==> config.mk <==
export PLATFORM = sky130hd
export DESIGN_NAME = branch_resolve
export DESIGN_NICKNAME = d
export VERILOG_FILES = /design/src/rtl/branch_resolve.sv
export SDC_FILE = /design/constraint.sdc
export NUM_CORES = 1
export LEC_CHECK = 0
export CAP_MARGIN = 25
export CORE_MARGIN = 5
export CORE_UTILIZATION = 25
export DETAILED_ROUTE_END_ITERATION = 10
export GPL_TIMING_DRIVEN = 0
export PLACE_DENSITY_LB_ADDON = 0.12
export SLEW_MARGIN = 20
export SYNTH_ARGS = -nofsm -noshare
export SYNTH_HDL_FRONTEND = slang
export SYNTH_SLANG_ARGS = --single-unit
==> constraint.sdc <==
create_clock -name clk -period 3.5 [get_ports clk]
set_input_delay 0.7 -clock clk [delete_from_list [all_inputs] [get_ports clk]]
set_output_delay 0.7 -clock clk [all_outputs]
set_load 0.02 [all_outputs]
==> src/rtl/branch_resolve.sv <==
// branch_resolve: EX-stage branch condition/target unit with registered redirect and multi-cycle flush.
// Optional statistics counters enabled by defining BRANCH_RESOLVE_STATS_EN.
module branch_resolve #(
    parameter int FLUSH_CYCLES = 2
`ifdef BRANCH_RESOLVE_STATS_EN
    , parameter int CNT_W = 16
`endif
) (
    input  logic        clk,
    input  logic        rst_n,
    input  logic        in_valid,
    output logic        in_ready,
    input  logic [5:0]  is_branch,
    input  logic        override_rt,
    input  logic [31:0] rt_val,
    input  logic [31:0] rs_data,
    input  logic [31:0] rt_data,
    input  logic [31:0] pc,
    input  logic [15:0] imm16,
    output logic        redirect_valid,
    output logic [31:0] redirect_pc,
    output logic        flush,
    output logic        resolved,
    output logic        taken,
    output logic        illegal
`ifdef BRANCH_RESOLVE_STATS_EN
    ,
    input  logic             stat_clear,
    output logic [CNT_W-1:0] stat_branches,
    output logic [CNT_W-1:0] stat_taken
`endif
);
    typedef enum logic [1:0] {IDLE, RESOLVE, FLUSH} state_t;

    state_t      r_state, w_next;
    logic [5:0]  r_br, w_conds;
    logic [31:0] r_a, r_b, r_pc, r_redirect_pc, w_target;
    logic [15:0] r_imm;
    logic [3:0]  r_cnt;
    logic        r_redirect_valid, r_resolved, r_taken, r_illegal;
    logic        w_fire, w_onehot, w_multi, w_cond;

    assign in_ready       = r_state == IDLE;
    assign flush          = r_state == FLUSH;
    assign redirect_valid = r_redirect_valid;
    assign redirect_pc    = r_redirect_pc;
    assign resolved       = r_resolved;
    assign taken          = r_taken;
    assign illegal        = r_illegal;

    always_comb begin
        w_fire   = in_valid & in_ready;
        w_multi  = (is_branch & (is_branch - 6'd1)) != 6'd0;
        w_onehot = (is_branch != 6'd0) & ~w_multi;
        // bit order matches is_branch: {BGEZ, BLTZ, BGTZ, BLEZ, BNE, BEQ}
        w_conds  = {~r_a[31], r_a[31], ~r_a[31] & (r_a != 32'd0), r_a[31] | (r_a == 32'd0),
                    r_a != r_b, r_a == r_b};
        w_cond   = |(r_br & w_conds);
        w_target = r_pc + 32'd4 + {{14{r_imm[15]}}, r_imm, 2'b00};
        w_next   = r_state;
        case (r_state)
            IDLE:    w_next = (w_fire & w_onehot) ? RESOLVE : IDLE;
            RESOLVE: w_next = w_cond ? FLUSH : IDLE;
            FLUSH:   w_next = (r_cnt == 4'd0) ? IDLE : FLUSH;
            default: w_next = IDLE;
        endcase
    end

    always_ff @(posedge clk or negedge rst_n) begin
        if (!rst_n) r_state <= IDLE;
        else        r_state <= w_next;
    end

    always_ff @(posedge clk or negedge rst_n) begin
        if (!rst_n) begin
            r_br             <= '0;
            r_a              <= '0;
            r_b              <= '0;
            r_pc             <= '0;
            r_imm            <= '0;
            r_cnt            <= '0;
            r_redirect_valid <= 1'b0;
            r_redirect_pc    <= '0;
            r_resolved       <= 1'b0;
            r_taken          <= 1'b0;
            r_illegal        <= 1'b0;
        end else begin
            r_redirect_valid <= 1'b0;
            r_resolved       <= 1'b0;
            r_taken          <= 1'b0;
            r_illegal        <= w_fire & w_multi;
            if (w_fire & w_onehot) begin
                r_br  <= is_branch;
                r_a   <= rs_data;
                r_b   <= override_rt ? rt_val : rt_data;
                r_pc  <= pc;
                r_imm <= imm16;
            end
            if (r_state == RESOLVE) begin
                r_resolved <= 1'b1;
                r_taken    <= w_cond;
                if (w_cond) begin
                    r_redirect_valid <= 1'b1;
                    r_redirect_pc    <= w_target;
                    r_cnt            <= 4'(FLUSH_CYCLES - 1);
                end
            end else if (r_state == FLUSH && r_cnt != 4'd0) begin
                r_cnt <= r_cnt - 4'd1;
            end
        end
    end

`ifdef BRANCH_RESOLVE_STATS_EN
    logic [CNT_W-1:0] r_stat_br, r_stat_tk;

    assign stat_branches = r_stat_br;
    assign stat_taken    = r_stat_tk;

    // clear takes priority over a same-cycle increment; counters saturate at all-ones
    always_ff @(posedge clk or negedge rst_n) begin
        if (!rst_n) begin
            r_stat_br <= '0;
            r_stat_tk <= '0;
        end else if (stat_clear) begin
            r_stat_br <= '0;
            r_stat_tk <= '0;
        end else if (r_state == RESOLVE) begin
            if (~&r_stat_br)          r_stat_br <= r_stat_br + 1'b1;
            if (w_cond && ~&r_stat_tk) r_stat_tk <= r_stat_tk + 1'b1;
        end
    end
`endif
endmodule
==> out/qor.log <==
[outcome] outcome completed
[setup_path] WP buf/inv 0
[power] static leakage 0.00531 uW
[die] number of I/O pins 192
[setup_path] largest fanout on the critical path 3
[yosys] multiplexer fraction of the synthesized cell area 0.194
[global_route] maximum number of pins on one net before global-route repair 84
[die] Row Count 68
[yosys] share of flip-flops with an asynchronous set or reset 1.00
[timing] max-slew violation count 0
[global_route] GRT Resource Usage Total 0.135
[die] Placeable Area 34,700 um2
[yosys] portion of the post-synthesis area used by sequential elements 0.451
[timing] number of setup violations in the final report 0
[yosys] most used flip-flop cell after synthesis sky130_fd_sc_hd__dfrtp_1
[timing] post-route clock skew 0.0146 ns
[cells_and_area] Final Util 0.345
[yosys] Synth Area in Simple Gates 0.0867
[cells_and_area] number of inserted filler cells in the final layout 3,548
[setup_path] launching element type of the critical path register
[yosys] mean post-synth cell area 11.9 um2
[run] max cap viols 0
[setup_path] endpoint required time on the critical path 3.82 ns
[timing] maximum operating frequency 0.315 GHz
[cells_and_area] nets 1,164
[setup_path] Slowest-stage cell, CP sky130_fd_sc_hd__fa_1
[cells_and_area] layout cell share with drive strength beyond 1 0.178
[detailed_routing] total via count in the routed design 6,285
[cells_and_area] leading cell type in the layout, fill and taps excluded sky130_fd_sc_hd__clkdlybuf4s50_1
[setup_path] CP peak stage delay 0.45 ns
[yosys] post-synthesis share of cell area spent on xor and xnor gates 0.0516
[yosys] Seq cells post-synth 159
[detailed_routing] Post-route DRC 0
[timing] min Tclk post-route 3.17 ns
[yosys] adder-cell share of the synthesized area 0.0871
[detailed_routing] Detail Route Antenna Nets 0
[global_route] GRT Residual Overflow 0
[die] die area 39,100 um2
[timing] number of hold violations in the final report 0
[timing] max_slew headroom 0.500
[cells_and_area] area delta synth->final 35.6%
[yosys] complex-gate fraction of the synthesized area 0.105
[die] die outline height 198 um
[clock_tree] H-tree depth reported by CTS 4
[detailed_routing] violation count after the first detailed-routing iteration 232
[detailed_routing] detailed-route vias per instance 4.43
[clock_tree] later-pin clock latency in the skew report 0.44 ns
[yosys] count of different cell masters after synthesis 59
[clock_tree] CTS Root Buffer Type sky130_fd_sc_hd__clkbuf_16
[yosys] combinational family with the most area after synthesis multiplexers
[die] width of the die 198 um
[setup_path] critical path data arrival time 3.49 ns
[clock_tree] number of sinks handled by clock tree synthesis 159
[yosys] summed instance area of the synthesized netlist 8820 um2
[clock_tree] CTS clk-pin slew, worst paths 0.07 ns
[detailed_routing] post-detailed-routing wire length 25.7 mm
[global_route] vias in the first global route 6,914
[clock_tree] number of buffers on the longest clock path 2
[setup_path] critical path capture point type register
[yosys] gate count of the mapped netlist 740
[hold_path] worst min-delay path category primary input to asynchronous set/reset pin
[global_route] first-pass GRT wire length 40.4 mm
[power] worst-case vdd ir drop 489 uV
[timing] slew at the pin with the worst max-slew slack 0.750 ns
[setup_path] largest delay contributor family on the critical path compound AO/OA/AOI/OAI gates
[yosys] post-synth net total 954
[cells_and_area] highest-count cells in the layout ignoring fill and taps 189 x sky130_fd_sc_hd__clkdlybuf4s50_1, 158 x sky130_fd_sc_hd__dfrtp_1, 59 x sky130_fd_sc_hd__ha_1
[place] routability-driven placement congestion ratio 0.794
[clock_tree] Post-CTS Setup Inserts 0
[clock_tree] total CTS buffers 17
[setup_path] cell breakdown of the critical path ha_1 > ha_1 > fa_1 > a211oi_1 > o21ai_0 > and3_1 > o21a_1 > o41ai_1 > xnor2_1 > mux2_2
[detailed_routing] WL/cell 18.1 um
[setup_path] Worst Setup Path Type register to register
[timing] Hold Worst Slack 0.241 ns
[place] I/O Buffers 190
[die] starting utilization of the core area 0.254
[global_route] initial antenna violation count 5
[power] Power Dens Cells 984 nW/um2
[place] Final HPWL DP 20.0 mm
[clock_tree] clock tree from TritonCTS built
[timing] unrepaired setup endpoints after global routing no
[yosys] number of warning messages in the yosys log 0
[setup_path] most repeated library cell on the critical path sky130_fd_sc_hd__ha_1
[detailed_routing] count of TritonRoute iterations in the first routing pass 7
[timing] post-route fraction of the period consumed by the critical path 0.906
[yosys] count of flip-flops with a built-in enable after synthesis 0
## cell usage after synthesis, drive strengths merged, types with 15 or more instances
| cell type | number | share of area |
|---|---|---|
| dfrtp | 159 | 0.45 |
| mux2 | 104 | 0.16 |
| ha | 59 | 0.084 |
| nand2 | 52 | 0.022 |
| o21ai | 48 | 0.028 |
| xnor2 | 47 | 0.047 |
| mux2i | 34 | 0.039 |
| a21oi | 23 | 0.013 |
| nor2 | 22 | 0.0094 |
| buf | 19 | 0.016 |
| nand4 | 16 | 0.012 |
| inv | 15 | 0.0064 |
## final timing paths
path / startpoint / to / slack (ns) / cells after the start
min in group clk: redirect_pc[2] / redirect_pc[2] / 0.49 / 2
max in group asynchronous: rst_n / r_b[1] / 2.39 / 2
max reg2reg: r_pc[3] / redirect_pc[15] / 0.33 / 10
min reg2reg: redirect_pc[2] / redirect_pc[2] / 0.49 / 2
max: r_pc[3] / redirect_pc[15] / 0.33 / 10
min: rst_n / r_pc[9] / 0.24 / 1
## where the power goes
group	internal (uW)	total, uW	switching, uW	leakage (uW)
clock network	1220	2030	813	0.000301
registers	2730	3420	690	0.00194
logic	3150	6310	3160	0.00308
## cell families after synthesis
group | count (synthesis)
xor+xnor | 52
mux | 138
simple gates | 152
flops | 159
buf+inv | 40
fa+ha+maj | 61
compound gates | 138
## area by class of cell
class,instances,area [um2],share of cell area
Timing Repair Buffer,191,1930,0.162
Buffer,25,163,0.0136
Sequential cell,159,3980,0.333
Tap cell,455,569,0.0476
Antenna cell,1,2.50,0.000209
Inverter,15,56.3,0.00471
Multi-Input combinational cell,541,4620,0.387
Clock buffer,20,447,0.0373
Clock inverter,12,184,0.0154
## metal layers
metal	share of wire	up-vias	GRT usage
met1	0.45	2967	0.172
met3	0.058	28	0.0427
met2	0.48	148	0.222
met4	0.015	8	0.0388
li1	-	3134	-
met5	0.0017	-	0
## timing repair
action / 4_1_cts / 5_1_grt
endpoints found under the setup margin: 0 / 4
gates resized for setup: 0 / 1
hold buffers: 0 / 0
## state kept, by name, indices dropped and copies added, names as in the netlist
name / flops
illegal: 1
r_a: 32
r_b: 32
r_br: 6
r_cnt: 4
r_imm: 16
r_pc: 32
r_state: 2
redirect_pc: 32
redirect_valid: 1
resolved: 1
## per-stage QoR
step,cell area (um2),setup TNS [ns],total power (uW),worst slack [ns],instances
2_1_floorplan,8820,0,7860,0.590,740
3_5_place_dp,11300,0,9870,0.0918,1386
6_report,12000,0,11800,0.329,1419
4_1_cts,12000,0,12000,0.0739,1418
5_1_grt,12000,0,12800,0.0820,1418
3_3_place_gp,11300,-882.12,9860,-5.58,1385
Power figures use the tool's default switching activity.
